`src/rtl/execute_stage_pkg.sv`:
```
// Shared encodings for the EX stage: field widths plus the opcode and funct
// values the ALU decodes.
package execute_stage_pkg;

  localparam int OPCODE_WIDTH = 6;
  localparam int FUNCT_WIDTH  = 6;

  typedef enum logic [OPCODE_WIDTH-1:0] {
    OP_RTYPE = 6'b000000,
    OP_BEQ   = 6'b000100,
    OP_BNE   = 6'b000101,
    OP_ADDI  = 6'b001000,
    OP_ADDIU = 6'b001001,
    OP_SLTI  = 6'b001010,
    OP_SLTIU = 6'b001011,
    OP_ANDI  = 6'b001100,
    OP_ORI   = 6'b001101,
    OP_XORI  = 6'b001110,
    OP_LUI   = 6'b001111,
    OP_LW    = 6'b100011,
    OP_SW    = 6'b101011
  } opcode_e;

  typedef enum logic [FUNCT_WIDTH-1:0] {
    FN_SLL  = 6'b000000,
    FN_SRL  = 6'b000010,
    FN_SRA  = 6'b000011,
    FN_ADD  = 6'b100000,
    FN_ADDU = 6'b100001,
    FN_SUB  = 6'b100010,
    FN_SUBU = 6'b100011,
    FN_AND  = 6'b100100,
    FN_OR   = 6'b100101,
    FN_XOR  = 6'b100110,
    FN_NOR  = 6'b100111,
    FN_SLT  = 6'b101010,
    FN_SLTU = 6'b101011
  } funct_e;

  // Logical immediates are zero-extended; everything else sign-extends.
  function automatic logic imm_zero_ext(input logic [OPCODE_WIDTH-1:0] op);
    return (op == OP_ANDI) || (op == OP_ORI) || (op == OP_XORI);
  endfunction

endpackage

```
`src/rtl/execute_stage_alu.sv`:
```
// Combinational ALU for the EX stage.
//   a, b    : operands (b is already muxed between rt and extended imm)
//   shamt   : shift amount for SLL/SRL/SRA (shifts apply to b = rt)
//   opcode  : instruction opcode; RTYPE defers to funct
//   funct   : R-type function field
//   result  : ALU output, 0 for unknown opcode/funct
module execute_stage_alu
  import execute_stage_pkg::*;
#(
  parameter int DWIDTH = 32
) (
  input  logic [DWIDTH-1:0]       a,
  input  logic [DWIDTH-1:0]       b,
  input  logic [4:0]              shamt,
  input  logic [OPCODE_WIDTH-1:0] opcode,
  input  logic [FUNCT_WIDTH-1:0]  funct,
  output logic [DWIDTH-1:0]       result
);

  logic [DWIDTH-1:0] slt_s, slt_u;

  assign slt_s = {{(DWIDTH-1){1'b0}}, ($signed(a) < $signed(b))};
  assign slt_u = {{(DWIDTH-1){1'b0}}, (a < b)};

  always_comb begin
    result = '0;
    case (opcode)
      OP_RTYPE: begin
        case (funct)
          FN_ADD, FN_ADDU: result = a + b;
          FN_SUB, FN_SUBU: result = a - b;
          FN_AND:          result = a & b;
          FN_OR:           result = a | b;
          FN_XOR:          result = a ^ b;
          FN_NOR:          result = ~(a | b);
          FN_SLT:          result = slt_s;
          FN_SLTU:         result = slt_u;
          FN_SLL:          result = b << shamt;
          FN_SRL:          result = b >> shamt;
          FN_SRA:          result = $unsigned($signed(b) >>> shamt);
          default:         result = '0;
        endcase
      end
      OP_ADDI, OP_ADDIU, OP_LW, OP_SW: result = a + b;
      OP_SLTI:                         result = slt_s;
      OP_SLTIU:                        result = slt_u;
      OP_ANDI:                         result = a & b;
      OP_ORI:                          result = a | b;
      OP_XORI:                         result = a ^ b;
      // b holds ext(imm); upper extension bits fall off the top.
      OP_LUI:                          result = b << 16;
      OP_BEQ, OP_BNE:                  result = a - b;
      default:                         result = '0;
    endcase
  end

endmodule

```
`src/rtl/execute_stage.sv`:
```
// MIPS EX stage: operand-B select, ALU, branch target and taken decision,
// all registered into the EX/MEM boundary (one cycle latency).
//   es_clk, es_rst           : clock, synchronous active-high reset
//   es_i_ce                  : valid from decode
//   es_i_alu_src/branch      : B select, conditional-branch flag
//   es_i_pc/imm/alu_op/funct : PC+4, immediate, opcode, funct
//   es_i_data_rs/rt          : register operands
//   es_o_*                   : registered results to MEM
module execute_stage
  import execute_stage_pkg::*;
#(
  parameter int DWIDTH    = 32,
  parameter int IMM_WIDTH = 16,
  parameter int PC_WIDTH  = 32
) (
  input  logic                    es_clk,
  input  logic                    es_rst,
  input  logic                    es_i_ce,
  input  logic                    es_i_alu_src,
  input  logic                    es_i_branch,
  input  logic [PC_WIDTH-1:0]     es_i_pc,
  input  logic [IMM_WIDTH-1:0]    es_i_imm,
  input  logic [OPCODE_WIDTH-1:0] es_i_alu_op,
  input  logic [FUNCT_WIDTH-1:0]  es_i_alu_funct,
  input  logic [DWIDTH-1:0]       es_i_data_rs,
  input  logic [DWIDTH-1:0]       es_i_data_rt,
  output logic [DWIDTH-1:0]       es_o_alu_value,
  output logic [PC_WIDTH-1:0]     es_o_alu_pc,
  output logic [OPCODE_WIDTH-1:0] es_o_opcode,
  output logic [FUNCT_WIDTH-1:0]  es_o_funct,
  output logic                    es_o_zero,
  output logic                    es_o_ce,
  output logic                    es_o_change_pc
);

  logic                  is_beq, is_bne;
  logic [DWIDTH-1:0]     imm_ext, op_b, result;
  logic [PC_WIDTH-1:0]   imm_pc, pc_target;
  logic                  zero, taken;

  assign is_beq = (es_i_alu_op == OP_BEQ);
  assign is_bne = (es_i_alu_op == OP_BNE);

  assign imm_ext = imm_zero_ext(es_i_alu_op)
                 ? {{(DWIDTH-IMM_WIDTH){1'b0}}, es_i_imm}
                 : {{(DWIDTH-IMM_WIDTH){es_i_imm[IMM_WIDTH-1]}}, es_i_imm};

  // Branch compares always use rt, whatever alu_src says.
  assign op_b = (es_i_alu_src && !is_beq && !is_bne) ? imm_ext : es_i_data_rt;

  execute_stage_alu #(.DWIDTH(DWIDTH)) u_alu (
    .a      (es_i_data_rs),
    .b      (op_b),
    .shamt  (es_i_imm[10:6]),
    .opcode (es_i_alu_op),
    .funct  (es_i_alu_funct),
    .result (result)
  );

  assign zero      = (result == '0);
  assign imm_pc    = {{(PC_WIDTH-IMM_WIDTH){es_i_imm[IMM_WIDTH-1]}}, es_i_imm};
  assign pc_target = es_i_pc + (imm_pc << 2);
  assign taken     = es_i_branch & ((is_beq & zero) | (is_bne & ~zero));

  always_ff @(posedge es_clk) begin
    if (es_rst) begin
      es_o_alu_value <= '0;
      es_o_alu_pc    <= '0;
      es_o_opcode    <= '0;
      es_o_funct     <= '0;
      es_o_zero      <= 1'b0;
      es_o_ce        <= 1'b0;
      es_o_change_pc <= 1'b0;
    end else begin
      es_o_ce        <= es_i_ce;
      es_o_change_pc <= es_i_ce & taken;  // single-cycle strobe
      if (es_i_ce) begin
        es_o_alu_value <= result;
        es_o_alu_pc    <= pc_target;
        es_o_opcode    <= es_i_alu_op;
        es_o_funct     <= es_i_alu_funct;
        es_o_zero      <= zero;
      end
    end
  end

endmodule

```
`config.mk`:
```
export PLATFORM = sky130hd
export DESIGN_NAME = execute_stage
export DESIGN_NICKNAME = d
export VERILOG_FILES = /design/src/rtl/execute_stage_pkg.sv /design/src/rtl/execute_stage_alu.sv /design/src/rtl/execute_stage.sv
export SDC_FILE = /design/constraint.sdc
export NUM_CORES = 1
export LEC_CHECK = 0
export ABC_AREA = 1
export CAP_MARGIN = 20
export CORE_UTILIZATION = 40
export DETAILED_ROUTE_END_ITERATION = 16
export PLACE_DENSITY = 0.7
export SETUP_SLACK_MARGIN = 0.1
export SKIP_CTS_REPAIR_TIMING = 1
export SLEW_MARGIN = 20
export SYNTH_ARGS = -nofsm -noshare
export SYNTH_HDL_FRONTEND = slang
export SYNTH_HIERARCHICAL = 1
export SYNTH_SLANG_ARGS = --single-unit
```
`constraint.sdc`:
```
create_clock -name es_clk -period 8.3 [get_ports es_clk]
set_clock_uncertainty 0.1 [all_clocks]
set_input_delay 1.245 -clock es_clk [delete_from_list [all_inputs] [get_ports es_clk]]
set_output_delay 1.245 -clock es_clk [all_outputs]
set_load 0.005 [all_outputs]
```
# Word-level counts from Yosys, hierarchy flattened
# Index checks and enable logic that the tools add are counted.
# W data, S select, Z words.
classes:
  addsub: 3
  n_lt_le_gt_ge: 2
  n_eq_ne: 24
  shifts: 3
  mux: 4
  bitwise: 10
  n_reduce_logical: 13
ops:
  columns: ["op", "count"]
  rows:
  - ["$pmux W32 S11", 1]
  - ["$pmux W32 S9", 1]
  - ["$eq A6 B6 Y1 const B", 12]
  - ["$add A32 B32 Y32", 2]
  - ["$lt A32 B32 Y1", 2]
  - ["$mux W32", 2]
  - ["$eq A6 B4 Y1 const B", 8]
  - ["$and A32 B32 Y32", 1]
  - ["$logic_not A32 Y1", 1]
  - ["$not A32 Y32", 1]
  - ["$or A32 B32 Y32", 1]
  - ["$shl A32 B5 Y32", 1]
  - ["$shr A32 B5 Y32", 1]
  - ["$sshr A32 B5 Y32", 1]
  - ["$sub A32 B32 Y32", 1]
  - ["$xor A32 B32 Y32", 1]
  - ["$eq A6 B2 Y1 const B", 2]
  - ["$eq A6 B3 Y1 const B", 2]
  - ["$logic_not A6 Y1", 2]
  - ["$reduce_or A2 Y1", 3]
  - ["$and A1 B1 Y1", 4]
  - ["$reduce_or A4 Y1", 1]
  - ["$logic_and A1 B1 Y1", 2]
  - ["$logic_not A1 Y1", 2]
  - ["3 further kinds", 4]
totals:
  regBits: 79
  wordCells: 66

# Logic depth before layout (Yosys ltp)
logic_depth:
  word_depth: 15
  depth_mapped: 31
  ltp_nobuf: 29

# Modules after synthesis
# The synthesis kept the hierarchy.
by_module_without_submodules:
  columns: ["module", "n_inst", "cells_per_inst", "area_per_inst_um2"]
  rows:
  - ["execute_stage_alu", 1, 2185, 11019.3]
  - ["execute_stage", 1, 907, 5430.2]

# Least setup slack after synthesis
# No wires, ideal clock.
synth_path:
  path_kind: "input -> register"
  from: "input es_i_alu_op[5]"
  to: "register es_o_change_pc"
  arrival_ns: 4.314
  path_slack_ns: 3.772
  cell_stages: 23
  path_cell_list: "nor2_1 -> nand3_1 -> nand2_1 -> clkbuf_1 -> nand2_1 -> nand2_1 -> inv_1 -> ha_1 -> buf_2 -> nor2_2 -> inv_1 -> o21ai_0 -> nor2_2 -> o21ai_2 -> nand2_1 -> nand3_1 -> nand3_1 -> nand3b_1 -> nor4_1 -> nand3_1 -> nor2_1 -> xor2_1 -> nor2_1"
synth_between:
  word_cells_on_any_way: 43
  classes_between: "add/sub: 2; order compare: 2; eq/ne: 12; shift: 3; mux: 4; bitwise: 10; reduce/logical: 10"
synth_rtl:
  columns: ["element", "line_no", "rtl"]
  rows:
  - ["start, declared", "execute_stage.sv:23", "input logic [OPCODE_WIDTH-1:0] es_i_alu_op,"]
  - ["$eq A6 B3 Y1", "execute_stage.sv:41", "assign is_beq = (es_i_alu_op == OP_BEQ);"]
  - ["$logic_not A1 Y1", "execute_stage.sv:49", "assign op_b = (es_i_alu_src && !is_beq && !is_bne) ? imm_ext : es_i_data_rt;"]
  - ["$logic_and A1 B1 Y1", "execute_stage.sv:49", null]
  - ["$logic_and A1 B1 Y1 *", "execute_stage.sv:49", null]
  - ["$mux W32 *", "execute_stage.sv:49", null]
  - ["net op_b[6]", "execute_stage.sv:37", "logic [DWIDTH-1:0] imm_ext, op_b, result;"]
  - ["$lt A32 B32 Y1 (tied with other cells)", "execute_stage_alu.sv:23", "assign slt_u = {{(DWIDTH-1){1'b0}}, (a < b)};"]
  - ["$pmux W32 S11", "execute_stage_alu.sv:29", "case (funct)"]
  - ["$pmux W32 S9 *", "execute_stage_alu.sv:27", "case (opcode)"]
  - ["net result[0]", "execute_stage.sv:37", null]
  - ["$logic_not A32 Y1 *", "execute_stage.sv:60", "assign zero = (result == '0);"]
  - ["$not A1 Y1", "execute_stage.sv:63", "assign taken = es_i_branch & ((is_beq & zero) | (is_bne & ~zero));"]
  - ["$and A1 B1 Y1", "execute_stage.sv:63", null]
  - ["$or A1 B1 Y1 *", "execute_stage.sv:63", null]
  - ["$and A1 B1 Y1 *", "execute_stage.sv:63", null]
  - ["$and A1 B1 Y1 *", "execute_stage.sv:76", "es_o_change_pc <= es_i_ce & taken;"]
  - ["end signal, assigned", "execute_stage.sv:76", null]
  - ["end, declared", "execute_stage.sv:33", "output logic es_o_change_pc"]
# Mark *: on every way through the listed nets, which the timed path passes. The rest lies on a longest branch.
# A chain may end at the register's enable or synchronous reset.

# Final worst setup path
layout_path:
  from: "input es_i_alu_op[3]"
  to: "register es_o_change_pc"
layout_between:
  word_cells_on_any_way: 43
  classes_between: "add/sub: 2; order compare: 2; eq/ne: 12; shift: 3; mux: 4; bitwise: 10; reduce/logical: 10"
layout_rtl:
  columns: ["element", "line_no"]
  rows:
  - ["$eq A6 B4 Y1 / $eq A6 B3 Y1 (equally long branches)", "execute_stage_pkg.sv:42, execute_stage.sv:41"]
  - ["$logic_or A1 B1 Y1 / $logic_not A1 Y1 (equally long branches)", "execute_stage_pkg.sv:42, execute_stage.sv:49"]
  - ["$logic_or A1 B1 Y1 / $logic_and A1 B1 Y1 (equally long branches)", "execute_stage_pkg.sv:42, execute_stage.sv:49"]
  - ["$mux W32 / $logic_and A1 B1 Y1 (equally long branches)", "execute_stage.sv:45, execute_stage.sv:49"]
  - ["$mux W32 *", "execute_stage.sv:49"]
  - ["net op_b[16]", "execute_stage.sv:37"]
  - ["$sub A32 B32 Y32 (tied with other cells)", "execute_stage_alu.sv:31, execute_stage_alu.sv:52"]
  - ["$pmux W32 S11", "execute_stage_alu.sv:29"]
  - ["$pmux W32 S9 *", "execute_stage_alu.sv:27"]
  - ["net result[29]", "execute_stage.sv:37"]
  - ["$logic_not A32 Y1 *", "execute_stage.sv:60"]
  - ["$not A1 Y1", "execute_stage.sv:63"]
  - ["$and A1 B1 Y1", "execute_stage.sv:63"]
  - ["$or A1 B1 Y1 *", "execute_stage.sv:63"]
  - ["$and A1 B1 Y1 *", "execute_stage.sv:63"]
  - ["$and A1 B1 Y1 *", "execute_stage.sv:76"]
# Marks and branches as above.

==> impl_metrics.tcl <==
set metrics [dict create \
    outcome "finished clean" \
    reg2reg_depth 4 \
    gr-total-overflow 0 \
    clock.fmax_mhz 143 \
    rsz0062_at_grt "no" \
    layoutNonFillerInstCount 3731 \
    cp_common_cell "nand3_1" \
    cts_buffers 9 \
    route.detailed.drc 0 \
    vias 22127 \
    gp_congestion 1.08 \
    ys_seq_area_frac 0.0961 \
    htree_levels 3 \
    drive_gt1_frac 0.0437 \
    totalWireLength_um 87000 \
    drtIter0Drc 3304 \
    tightest_slew_ns 1.08 \
    p_leak_uw 0.00964 \
    layout_worst_path_cycle_share 0.840 \
    path_max_fanout 16 \
    finalNetCount 3456 \
    synth-seq-cells 79 \
    finalCriticalPeriod_ns 6.97 \
    maxCapViolations 0 \
    cpPeakStageDelay_ns 0.78 \
    dieArea_mm2 0.0419 \
    port_buffers 207 \
    grt_max_degree 80 \
    hold_end "es_o_alu_pc[18]$_SDFFE_PP0P_" \
    synth_area_leaders "nand2_1 (22%), nand3_1 (13%), dfxtp_1 (9.6%), ha_1 (9.5%), inv_1 (8.5%)" \
    synth_cell_types 64 \
    rows 73 \
    power.density_mw_per_mm2 110 \
    dp.cells 3713 \
    cp_slowest_cell "nor4_1" \
    worstReg2RegStart "es_o_alu_pc[7]$_SDFFE_PP0P_" \
    area_growth_pct 15.3 \
    cts_tree "yes" \
    endpoint_kind "flop" \
    cts_buffer_depth 2 \
    yosysTopAreaCell "nand2_1" \
    min_delay_path_depth 2 \
    core_area_mm2 0.0402 \
    async_flop_share 0 \
    synth_top_area_frac 0.222 \
    yosysWarnings 6 \
    io_pins 208 \
    cts_root_buf "clkbuf_16" \
    clock_latency_ns 0.34 \
    slew_headroom 0.278 \
    initial_utilization 0.409 \
    crit_type "primary input to flop" \
    synth_area_mm2 0.0164 \
    slew_viol_final 0 \
    hp-start "es_o_alu_pc[18]$_SDFFE_PP0P_" \
    antenna_found_initial 6 \
    cp_cell_sequence "clkdlybuf4s50_1, nor2_1, nand3_1, nand2_1, inv_1, nand3_2, nand2_1, inv_1, ha_1, o21ai_0, a21oi_1, o21ai_0, a21oi_1, nand3_1, nand3_1, nand4_1, nor4_1, nand3_1, nor2_1, xor2_1, nor2_1" \
    syn_inst 3092 \
    dieHeight_um 205 \
    drt_first_pass_iters 7 \
    place_hpwl_um 68600 \
    worstPathRequired_ns 8.44 \
    syn_nets 3349 \
    finalHoldViolCount 0 \
    die_x_um 205 \
    ant_nets 0 \
    path_clk_slew_ns 0.07 \
    fillers 4495 \
    timing.rr.end "es_o_alu_pc[7]$_SDFFE_PP0P_" \
    avgRoutedWirePerCell_um 23.3 \
    rrSetupSlack_ns 7.40 \
    setup_violations 0 \
    grt_pass1_vias 20088 \
    synth-edff-count 0 \
    track_usage 0.405 \
    setup_tns_ns 0 \
    startpoint_type "primary input" \
    worst_ir_drop_vdd_mv 0.130 \
    cp.arrival_ns 7.11 \
    hp-class "flop to flop" \
    vias_per_cell 5.93 \
    avgSynthCellArea_um2 5.32 \
    yosys_most_used_dff "dfxtp_1" \
    clock_sinks 79 \
    grt_pass1_wl_um 127000 \
]
==> per-stage QoR <==
| stage | cell area (um2) | total power (uW) | setup slack [ns] | hold slack [ns] | util |
|---|---|---|---|---|---|
| global route | 19000 | 2190 | 1.09 | 0.406 | 0.472 |
| detailed placement | 18700 | 1620 | 1.30 | 0.371 | 0.464 |
| finish | 19000 | 2080 | 1.33 | 0.388 | 0.472 |
| global placement | 18700 | 1630 | 1.27 | 0.366 | 0.464 |
| CTS | 19000 | 2040 | 1.65 | 0.384 | 0.472 |
| floorplan | 16400 | 1170 | 3.77 | 0.364 | - |
==> worst max path at each step <==
stage,from,endpoint,slack (ns),cells past startpoint
floorplan,es_i_alu_op[5],es_o_change_pc$_SDFF_PP0_,3.77,23
global placement,es_i_alu_op[3],es_o_change_pc$_SDFF_PP0_,1.27,21
detailed placement,es_i_alu_op[3],es_o_change_pc$_SDFF_PP0_,1.30,21
CTS,es_i_alu_op[3],es_o_change_pc$_SDFF_PP0_,1.65,21
global route,es_i_alu_op[3],es_o_change_pc$_SDFF_PP0_,1.09,24
finish,es_i_alu_op[3],es_o_change_pc$_SDFF_PP0_,1.33,21
==> flip-flops by register name, summed over array words and instances (netlist names) <==
signal	flops
es_o_ce	1
es_o_alu_value	32
es_o_funct	6
es_o_opcode	6
es_o_change_pc	1
es_o_alu_pc	32
es_o_zero	1
==> logic make-up after synthesis <==
| group | share of synthesized area |
|---|---|
| xor+xnor | 0.0176 |
| simple gates | 0.498 |
| compound gates | 0.156 |
| flops | 0.0961 |
| fa+ha+maj | 0.0987 |
| buf+inv | 0.134 |
==> cell usage in the layout (no fill, tap or decap), types with 10 or more instances in the layout <==
| cell | count |
|---|---|
| a21oi_1 | 138 |
| a221oi_1 | 17 |
| and2_1 | 12 |
| buf_4 | 27 |
| clkdlybuf4s50_1 | 204 |
| dfxtp_1 | 79 |
| ha_1 | 125 |
| inv_1 | 371 |
| inv_2 | 21 |
| nand2_1 | 975 |
| nand3_1 | 423 |
| nand3_2 | 16 |
| nand4_1 | 46 |
| nor2_1 | 303 |
| nor2_2 | 16 |
| nor2_4 | 11 |
| nor3_1 | 31 |
| o211ai_1 | 32 |
| o21ai_0 | 138 |
| o21ai_1 | 18 |
| o21bai_1 | 11 |
| o22ai_1 | 51 |
| xnor2_1 | 10 |
| xor2_1 | 23 |
==> synth_stat cells, types with 3 or more instances <==
| cell type | count |
|---|---|
| clkbuf_1 | 43 |
| buf_2 | 62 |
| nand4_1 | 46 |
| nor4_1 | 8 |
| dfxtp_1 | 79 |
| o22ai_1 | 51 |
| o21bai_1 | 11 |
| and2_1 | 12 |
| buf_1 | 12 |
| inv_2 | 21 |
| o221ai_1 | 4 |
| nand2_4 | 6 |
| buf_4 | 13 |
| nor2_4 | 11 |
| a31oi_1 | 3 |
| nor3_2 | 3 |
| buf_6 | 3 |
| xor2_1 | 23 |
| inv_1 | 371 |
| fa_1 | 3 |
| ha_1 | 125 |
| a221oi_1 | 17 |
| a21o_1 | 4 |
| o21a_1 | 5 |
| nand3b_1 | 8 |
| nand2_1 | 975 |
| a21boi_0 | 4 |
| a21oi_1 | 138 |
| nand3_1 | 423 |
| nand2_2 | 9 |
| nand3_2 | 16 |
| o211ai_1 | 32 |
| nor3_1 | 31 |
| xnor2_1 | 10 |
| o21ai_0 | 138 |
| o2111ai_1 | 3 |
| nor2_2 | 16 |
| o21ai_1 | 18 |
| nor2_1 | 303 |
==> per-layer routing <==
layer / share of wire / GRT usage / vias up
met5: 0.00031 / 0 / -
met4: 0.064 / 0.227 / 4
met3: 0.13 / 0.0929 / 283
met2: 0.41 / 0.596 / 1539
met1: 0.40 / 0.539 / 9996
li1: - / - / 10305
==> worst max-delay path: cells and delay by family <==
kind	cells	cell delay, ns
xor+xnor	1	0.17
buf+inv	3	1.25
compound gates	4	1.11
fa+ha+maj	1	0.62
simple gates	12	2.68
==> layout make-up <==
cell class,count,area [um2],area share
clock buffers,11,243,0.0128
multi-input cells,2481,12700,0.668
inverters,395,1490,0.0787
well taps,525,657,0.0346
diodes,2,5.00,0.000264
clock inverters,5,56.3,0.00297
flip-flops and latches,79,1580,0.0834
repair buffers,233,2250,0.119
==> power breakdown <==
part           internal [uW]  switching [uW]  total [uW]
Clock                    242             171         413
Combinational            396             845        1240
Sequential               409            17.1         426
Total                   1050            1030        2080
No activity file was read; power rests on OpenSTA's default activity.
